<file path="src/rtl/pipe_mux.sv">
// rtl/pipe_mux.sv - registered channel mux with a 2-entry skid buffer on its output
// The main register drives the outputs and the skid register catches the word accepted in the cycle that stalls.
module pipe_mux #(
    parameter int WIDTH  = 32,
    parameter int NUM_IN = 4,
    parameter int SEL_W  = $clog2(NUM_IN)
) (
    input  logic                    clk,
    input  logic                    rst_n,
    input  logic [NUM_IN*WIDTH-1:0] in_data,
    input  logic [SEL_W-1:0]        sel,
    input  logic                    in_valid,
    output logic                    in_ready,
    output logic [WIDTH-1:0]        out_data,
    output logic [SEL_W-1:0]        out_sel,
    output logic                    out_valid,
    input  logic                    out_ready,
    output logic                    sel_err
);

    typedef enum logic [1:0] {
        EMPTY = 2'd0,
        ONE   = 2'd1,
        FULL  = 2'd2
    } state_e;

    state_e             state_q, state_d;
    logic [WIDTH-1:0]   main_data_q, main_data_d;
    logic [SEL_W-1:0]   main_sel_q,  main_sel_d;
    logic [WIDTH-1:0]   skid_data_q, skid_data_d;
    logic [SEL_W-1:0]   skid_sel_q,  skid_sel_d;
    logic               in_ready_q,  in_ready_d;
    logic               sel_err_q,   sel_err_d;
    logic               out_valid_c;

    logic [WIDTH-1:0]   cap_data;
    logic               sel_oor;
    logic               accept;
    logic               pop;

    assign accept = in_valid && in_ready_q;
    assign pop    = out_valid_c && out_ready;

    // An unmatched select captures zeros and is flagged as out of range.
    always_comb begin
        cap_data = '0;
        sel_oor  = 1'b1;
        for (int i = 0; i < NUM_IN; i++) begin
            if (sel == SEL_W'(i)) begin
                cap_data = in_data[i*WIDTH +: WIDTH];
                sel_oor  = 1'b0;
            end
        end
    end

    always_ff @(posedge clk or negedge rst_n) begin
        if (!rst_n) begin
            state_q <= EMPTY;
        end else begin
            state_q <= state_d;
        end
    end

    always_comb begin
        state_d = state_q;
        case (state_q)
            EMPTY: if (accept) state_d = ONE;
            ONE: begin
                if (accept && !pop)      state_d = FULL;
                else if (!accept && pop) state_d = EMPTY;
            end
            FULL:    if (pop) state_d = ONE;
            default: state_d = EMPTY;
        endcase
    end

    always_comb begin
        out_valid_c = (state_q != EMPTY);
    end

    always_comb begin
        main_data_d = main_data_q;
        main_sel_d  = main_sel_q;
        skid_data_d = skid_data_q;
        skid_sel_d  = skid_sel_q;
        sel_err_d   = sel_err_q || (accept && sel_oor);
        // Registered ready looks at the next state so it never depends on out_ready combinationally.
        in_ready_d  = (state_d != FULL);
        case (state_q)
            EMPTY: begin
                if (accept) begin
                    main_data_d = cap_data;
                    main_sel_d  = sel;
                end
            end
            ONE: begin
                if (accept && pop) begin
                    main_data_d = cap_data;
                    main_sel_d  = sel;
                end else if (accept) begin
                    skid_data_d = cap_data;
                    skid_sel_d  = sel;
                end
            end
            FULL: begin
                if (pop) begin
                    main_data_d = skid_data_q;
                    main_sel_d  = skid_sel_q;
                end
            end
            default: ;
        endcase
    end

    always_ff @(posedge clk or negedge rst_n) begin
        if (!rst_n) begin
            main_data_q <= '0;
            main_sel_q  <= '0;
            skid_data_q <= '0;
            skid_sel_q  <= '0;
            in_ready_q  <= 1'b0;
            sel_err_q   <= 1'b0;
        end else begin
            main_data_q <= main_data_d;
            main_sel_q  <= main_sel_d;
            skid_data_q <= skid_data_d;
            skid_sel_q  <= skid_sel_d;
            in_ready_q  <= in_ready_d;
            sel_err_q   <= sel_err_d;
        end
    end

    assign in_ready  = in_ready_q;
    assign out_data  = main_data_q;
    assign out_sel   = main_sel_q;
    assign out_valid = out_valid_c;
    assign sel_err   = sel_err_q;

endmodule

</file>
<file path="config.mk">
export PLATFORM = sky130hd
export DESIGN_NAME = pipe_mux
export DESIGN_NICKNAME = d
export VERILOG_FILES = /design/src/rtl/pipe_mux.sv
export SDC_FILE = /design/constraint.sdc
export NUM_CORES = 1
export LEC_CHECK = 0
export ABC_AREA = 0
export CAP_MARGIN = 20
export CORE_AREA = 2 2 98 147
export CTS_BUF_LIST = sky130_fd_sc_hd__clkbuf_2 sky130_fd_sc_hd__clkbuf_4 sky130_fd_sc_hd__clkbuf_8
export DETAILED_ROUTE_END_ITERATION = 8
export DIE_AREA = 0 0 100 149
export SYNTH_ARGS = -nofsm -noshare
export SYNTH_HDL_FRONTEND = slang
export SYNTH_SLANG_ARGS = --single-unit
</file>
<file path="constraint.sdc">
create_clock -name clk -period 2.6 [get_ports clk]
set_clock_uncertainty 0.2 [all_clocks]
set_input_delay 0.52 -clock clk [delete_from_list [all_inputs] [get_ports clk]]
set_output_delay 0.52 -clock clk [all_outputs]
set_load 0.005 [all_outputs]
</file>
==> Flow_metrics.wiki, run 1 <==
{| class="wikitable"
! Metric !! Value
|-
| Setup repair after global routing missed its margin || no
|-
| Kind of launch point of the worst setup path || flip-flop
|-
| Internal Dissipation || 3.54 mW
|-
| DR vias/cell || 5.62
|-
| Sequential area share after synthesis || 0.384
|-
| Main flop type after synthesis || dfrtp_1
|-
| Cells along the critical path || or2_2, clkdlybuf4s50_1
|-
| Cell types with the largest area share after synthesis || dfrtp_1 38%, mux2i_1 21%, mux2_2 8.4%
|-
| Number of sinks driven by the clock tree || 72
|-
| Synth Instances || 435
|-
| Die footprint || 0.0149 mm²
|-
| Critical path required time || 1.88 ns
|-
| Portion of netlist area occupied by mux cells || 0.298
|-
| Layout net count || 718
|-
| Mean routed wirelength per cell || 19.2 µm
|-
| Clock buffer depth || 2
|-
| Number of top-level pins || 171
|-
| Clock buffer count from CTS || 9
|-
| Buffer cell driving the clock tree root || clkbuf_8
|-
| Largest net degree at the start of global routing || 99
|-
| Cell type with the highest aggregate area in the netlist || dfrtp_1
|-
| Die boundary height || 149 µm
|-
| Run status || completed
|-
| Arrival time at the worst endpoint || 1.61 ns
|-
| Post-synthesis share of cell area spent on xor and xnor gates || 0
|-
| Register bit total from synthesis || 72
|-
| Count of max-cap constraint violations || 0
|-
| Clock group share of total power || 0.197
|-
| Hold Fails Final Rpt || 0
|-
| Clock latency of the later-clocked register in the worst-skew pair || 0.35 ns
|-
| Starting utilization of the core area || 0.340
|-
| First-pass GRT wire length || 22300 µm
|-
| Static leakage || 2.74 nW
|-
| Die boundary width || 100 µm
|-
| Half-perimeter wire length after detailed placement || 10000 µm
|-
| Worst hold path type || flip-flop to flip-flop
|-
| Synthesized netlist net count || 569
|-
| Number of vias in the routed layout || 4234
|-
| Slowest cell on the critical path || clkdlybuf4s50_1
|-
| Netlist Area Pre-Place || 0.00469 mm²
|-
| Relative slew margins || 0.680
|-
| Slew Limit Fails || 0
|-
| Final Routed Wirelength || 14500 µm
|-
| Number of antenna violations at the first check in global routing || 0
|-
| First-pass DRT Iterations || 4
|-
| Number of distinct library cells after synthesis || 27
|-
| Dominant combinational cell family by area after synthesis || multiplexers
|-
| Setup tns final || 0 ns
|-
| Final period demand of the worst path || 2.33 ns
|-
| Congestion Overflow GR || 0
|-
| # setup viols final || 0
|-
| Gate power share || 0.418
|-
| Tot GR Track Use || 0.193
|-
| Endpoint kind of the worst setup timing path || output port
|-
| Fraction of final layout cells with drive strength greater than 1 || 0.133
|-
| EDFF count, synth || 0
|-
| Number of design-rule violations left by the first detailed-router iteration || 191
|-
| Part of the total power dissipated in sequential elements || 0.385
|-
| Synth-to-Final Area Change || 45.1%
|-
| Worst-case hold slack || 0.179 ns
|-
| TritonCTS clock tree || done
|-
| Final Cycle Share || 0.896
|-
| Worst-path fanout max || 6
|-
| Worst supply voltage drop on vdd || 0.266 mV
|-
| Longest individual stage delay on the worst path || 0.48 ns
|-
| H-tree levels || 3
|-
| Adder and majority gate portion of the synthesized area || 0
|-
| Measured slew at the worst slew-check pin || 0.481 ns
|-
| Compound-Gate Fraction of Synth Area || 0.127
|-
| Start-to-end type of the worst setup path || flip-flop to output port
|-
| Area share of the largest cell type after synthesis || 0.384
|-
| Switching part of the total power || 0.311
|-
| Ratio of total power to cell area || 756 mW/mm²
|-
| CTS clock-pin slew for the worst setup and hold paths || 0.07 ns
|-
| Number of buffers added to fix hold violations after cts || 1
|-
| Final Power || 5.14 mW
|-
| Number of port buffers || 170
|-
| Post-route antenna net violation count || 0
|-
| Maximum achievable frequency || 0.429 GHz
|-
| Cells resized by post-CTS repair || 0
|-
| Via count of the first global-routing pass || 4354
|-
| FP Rows || 53
|-
| Total core area || 0.0138 mm²
|-
| Residual DRC count || 0
|-
| Routability-driven placement congestion ratio || 0.757
|-
| Antenna Cells || 0
|-
| Proportion of register bits with asynchronous set or reset after synthesis || 1.00
|-
| Post-synthesis area per instance || 10.8 µm²
|-
| Net switching power of the design || 1.60 mW
|-
| Share of synthesized cell area in and, or, nand and nor gates || 0.134
|-
| Post-CTS setup buffers || 0
|-
| Total of warnings raised by yosys || 0
|}
[Yosys cell counts, types with 3 or more instances]
| cell | n |
|---|---|
| a311oi_1 | 32 |
| a41oi_1 | 32 |
| buf_2 | 20 |
| buf_4 | 3 |
| buf_6 | 3 |
| clkbuf_1 | 25 |
| dfrtp_1 | 72 |
| mux2_1 | 3 |
| mux2_2 | 35 |
| mux2i_1 | 97 |
| nand2_1 | 32 |
| nand3b_1 | 32 |
| or3_1 | 32 |
[final timing paths]
check                           slack (ns)            startpoint  cells after the start                       end
worst max-delay path                  0.27  state_q[1]$_DFF_PN0_                      2                 out_valid
max in group asynchronous             1.15                 rst_n                      3   out_data[4]$_DFFE_PN0P_
worst max register to register        0.70  state_q[1]$_DFF_PN0_                      4  out_data[27]$_DFFE_PN0P_
worst min-delay path                  0.18     sel_err$_DFF_PN0_                      0         sel_err$_DFF_PN0_
min in group asynchronous             0.47                 rst_n                      2   out_data[8]$_DFFE_PN0P_
worst min register to register        0.18     sel_err$_DFF_PN0_                      0         sel_err$_DFF_PN0_
[cell families after synthesis]
family / Yosys count
compound gates: 69
buf+inv: 54
flops: 72
mux: 135
simple gates: 105
[power groups by stage]
stage / sequential [mW] / clock, mW / combinational [mW]
6_report: 1.98 / 1.01 / 2.15
5_1_grt: 2.04 / 1.08 / 2.33
4_1_cts: 1.98 / 1.04 / 2.17
3_5_place_dp: 2.00 / 0 / 2.16
3_3_place_gp: 1.99 / 0 / 2.11
2_1_floorplan: 1.94 / 0 / 1.04
[final cells by class]
class,instances,area (µm²)
Fill cell,1327,6990
Multi-Input combinational cell,309,2630
Timing Repair Buffer,191,1930
Sequential cell,72,1800
Tap cell,165,206
Clock buffer,12,159
Clock inverter,3,65.1
Inverter,1,3.75
[sequential cells by signal, indices dropped and copies added (netlist names)]
name and cells:
state_q 2, skid_sel_q 2, out_data 32, in_ready 1
sel_err 1, skid_data_q 32, out_sel 2
[critical path, delay by kind of cell (launching register included)]
family / cells / cell delay, ns
simple gates: 1 / 0.32
buf+inv: 1 / 0.48
flops: 1 / 0.46
[layer usage]
layer  wire length, µm  vias to the layer above  track usage
li1                  -                     1978            -
met1              5580                     2062        0.220
met2              7610                      169        0.350
met3               902                       25       0.0361
met4               365                        0       0.0774
met5                 0                        -            0
[through the flow]
| step | std cells | util | worst slack (ns) | area, µm² |
|---|---|---|---|---|
| after floorplan | 435 | - | 0.615 | 4690 |
| after global placement | 737 | 0.476 | 0.235 | 6570 |
| after detailed placement | 737 | 0.476 | 0.220 | 6570 |
| after CTS | 753 | 0.493 | 0.233 | 6800 |
| after global routing | 753 | 0.493 | 0.213 | 6800 |
| final | 753 | 0.493 | 0.270 | 6800 |
[cells in the final DEF, fill, tap and decap left out, types with 2 or more instances in the layout]
master           count
bufinv_16            2
nand3_1              2
nand2_1             32
buf_12               6
or3_1               32
clkbuf_8            11
buf_4               17
mux2_1               3
a41oi_1             32
nand3b_1            32
mux2i_1             97
clkdlybuf4s50_1    167
mux2_2              35
dfrtp_1             72
a311oi_1            32
Power figures use the tool's default switching activity.
==> run 2: changes to the inputs <==
Settings changed: CORE_AREA 2 2 98 147 to 2 2 87 130, DIE_AREA 0 0 100 149 to 0 0 89 132, PLACE_DENSITY_LB_ADDON set to 0.05.
==> run 2 against run 1 <==
- utilization up 14 points
- highest routed layer unchanged
- worst hold slack gained 0.0020 ns
- critical path type unchanged
- critical endpoint unchanged
- fmax rose by 1.4%
==> Flow_metrics.wiki, run 2 (synthesis gave the netlist of run 1 again) <==
{| class="wikitable"
! Metric !! Value
|-
| Setup repair after global routing missed its margin || no (unchanged)
|-
| Hold Fails Final Rpt || 0 (unchanged)
|-
| Worst supply voltage drop on vdd || 0.422 mV (was 0.266 mV)
|-
| Number of antenna violations at the first check in global routing || 0 (unchanged)
|-
| Number of vias in the routed layout || 4303 (was 4234)
|-
| Number of sinks driven by the clock tree || 72 (unchanged)
|-
| Final Routed Wirelength || 13800 µm (was 14500 µm)
|-
| Number of design-rule violations left by the first detailed-router iteration || 170 (was 191)
|-
| FP Rows || 46 (was 53)
|-
| Start-to-end type of the worst setup path || flip-flop to output port (unchanged)
|-
| Layout net count || 720 (was 718)
|-
| Final core occ || 0.637 (was 0.493)
|-
| Via count of the first global-routing pass || 4470 (was 4354)
|-
| Die boundary height || 132 µm (was 149 µm)
|-
| Most frequent standard cell in the layout excluding fill and tap cells || clkdlybuf4s50_1 (unchanged)
|-
| CTS clock-pin slew for the worst setup and hold paths || 0.08 ns (was 0.07 ns)
|-
| Setup tns final || 0 ns (unchanged)
|-
| Mean routed wirelength per cell || 18.8 µm (was 19.2 µm)
|-
| H-tree levels || 3 (unchanged)
|-
| # setup viols final || 0 (unchanged)
|-
| Post-route antenna net violation count || 0 (unchanged)
|-
| Longest individual stage delay on the worst path || 0.46 ns (was 0.48 ns)
|-
| Number of port buffers || 170 (unchanged)
|-
| Slowest cell on the critical path || dfrtp_1 (was clkdlybuf4s50_1)
|-
| Synth-to-Final Area Change || 44.0% (was 45.1%)
|-
| Number of buffers added to fix hold violations after cts || 1 (unchanged)
|-
| First-pass DRT Iterations || 4 (unchanged)
|-
| # fillers || 945 (was 1327)
|-
| Worst-path fanout max || 6 (unchanged)
|-
| Post-Place Cells || 718 (was 737)
|-
| Worst-case hold slack || 0.181 ns (was 0.179 ns)
|-
| Kind of launch point of the worst setup path || flip-flop (unchanged)
|-
| Buf+Inv Stages, Crit Path || 1 (unchanged)
|-
| Ratio of total power to cell area || 754 mW/mm² (was 756 mW/mm²)
|-
| Clock latency of the later-clocked register in the worst-skew pair || 0.35 ns (about the same)
|-
| Tot GR Track Use || 0.238 (was 0.193)
|-
| Measured slew at the worst slew-check pin || 0.631 ns (was 0.481 ns)
|-
| Routability-driven placement congestion ratio || 0.773 (was 0.757)
|-
| Post-CTS setup buffers || 0 (unchanged)
|-
| Clock buffer depth || 2 (unchanged)
|-
| Slew Limit Fails || 0 (unchanged)
|-
| Count of max-cap constraint violations || 0 (unchanged)
|-
| Worst hold path type || flip-flop to flip-flop (unchanged)
|-
| Fraction of final layout cells with drive strength greater than 1 || 0.139 (was 0.133)
|-
| TritonCTS clock tree || done (unchanged)
|-
| Final period demand of the worst path || 2.30 ns (was 2.33 ns)
|-
| First-pass GRT wire length || 22100 µm (was 22300 µm)
|-
| Final Power || 5.09 mW (was 5.14 mW)
|-
| Residual DRC count || 0 (unchanged)
|-
| Largest net degree at the start of global routing || 54 (was 99)
|-
| Buffer cell driving the clock tree root || clkbuf_8 (unchanged)
|-
| Static leakage || 2.73 nW (was 2.74 nW)
|-
| Delay-heaviest family, CP || flip-flops (was buffers and inverters)
|-
| Number of top-level pins || 171 (unchanged)
|-
| Commonest cells after routing, fill and taps aside || 167 x clkdlybuf4s50_1, 97 x mux2i_1, 72 x dfrtp_1 (unchanged)
|-
| Die boundary width || 89 µm (was 100 µm)
|-
| Cells resized by post-CTS repair || 0 (unchanged)
|-
| Die footprint || 0.0117 mm² (was 0.0149 mm²)
|-
| Run status || completed (unchanged)
|-
| Arrival time at the worst endpoint || 1.58 ns (was 1.61 ns)
|-
| Endpoint kind of the worst setup timing path || output port (unchanged)
|-
| Starting utilization of the core area || 0.443 (was 0.340)
|-
| DR vias/cell || 5.85 (was 5.62)
|-
| Half-perimeter wire length after detailed placement || 9590 µm (was 10000 µm)
|-
| Clock buffer count from CTS || 9 (unchanged)
|-
| Total core area || 0.0106 mm² (was 0.0138 mm²)
|-
| Congestion Overflow GR || 0 (unchanged)
|-
| Maximum achievable frequency || 0.435 GHz (was 0.429 GHz)
|-
| Post-route insts no fill || 735 (was 753)
|-
| Antenna Cells || 0 (unchanged)
|-
| Cells along the critical path || or2_2, clkdlybuf4s50_1 (unchanged)
|-
| Relative slew margins || 0.579 (was 0.680)
|-
| Final Cycle Share || 0.884 (was 0.896)
|-
| Critical path required time || 1.88 ns (about the same)
|}
## run 2: worst register-to-register path: cells and delay by family, from the launching register on
family | cells | cell delay [ns]
simple gates | 1 | 0.48
flops | 1 | 0.48
mux | 2 | 0.68
## run 2: final cells by class
type / instances / area, µm² / share of cell area
clock buffer: 10 / 138 / 0.0204
clock inverter: 6 / 82.6 / 0.0122
inverter: 1 / 3.75 / 0.000556
multi-input combinational: 309 / 2640 / 0.391
sequential: 72 / 1800 / 0.267
tap: 144 / 180 / 0.0267
timing repair buffer: 193 / 1910 / 0.283
## run 2: per-layer routing
| layer | vias to the layer above | global-route usage | share of wire |
|---|---|---|---|
| met4 | 0 | 0.0721 | 0.013 |
| met2 | 147 | 0.432 | 0.54 |
| li1 | 1982 | - | - |
| met5 | - | 0 | 0 |
| met3 | 12 | 0.0407 | 0.051 |
| met1 | 2162 | 0.278 | 0.39 |
## run 2: path summary, 6_finish.rpt
path | from | end | slack [ns] | cells past startpoint
min in group asynchronous | rst_n | skid_data_q[28]$_DFFE_PN0P_ | 0.47 | 2
hold / removal | sel_err$_DFF_PN0_ | sel_err$_DFF_PN0_ | 0.18 | 0
hold reg to reg | sel_err$_DFF_PN0_ | sel_err$_DFF_PN0_ | 0.18 | 0
setup / recovery | state_q[1]$_DFF_PN0_ | out_valid | 0.30 | 2
setup reg to reg | state_q[1]$_DFF_PN0_ | out_sel[1]$_DFFE_PN0P_ | 0.65 | 3
max in group asynchronous | rst_n | out_data[13]$_DFFE_PN0P_ | 1.06 | 3
## run 2: power by group
part           internal (mW)  switching, mW
combinational           1.27          0.827
clock                  0.561          0.436
sequential              1.66          0.332
total                   3.49           1.59
## run 2: metrics by stage
step / worst slack, ns / area [µm²]
final: 0.302 / 6750
after CTS: 0.277 / 6750
after detailed placement: 0.169 / 6520
after global routing: 0.231 / 6750
after global placement: 0.230 / 6520
after floorplan: 0.615 / 4690
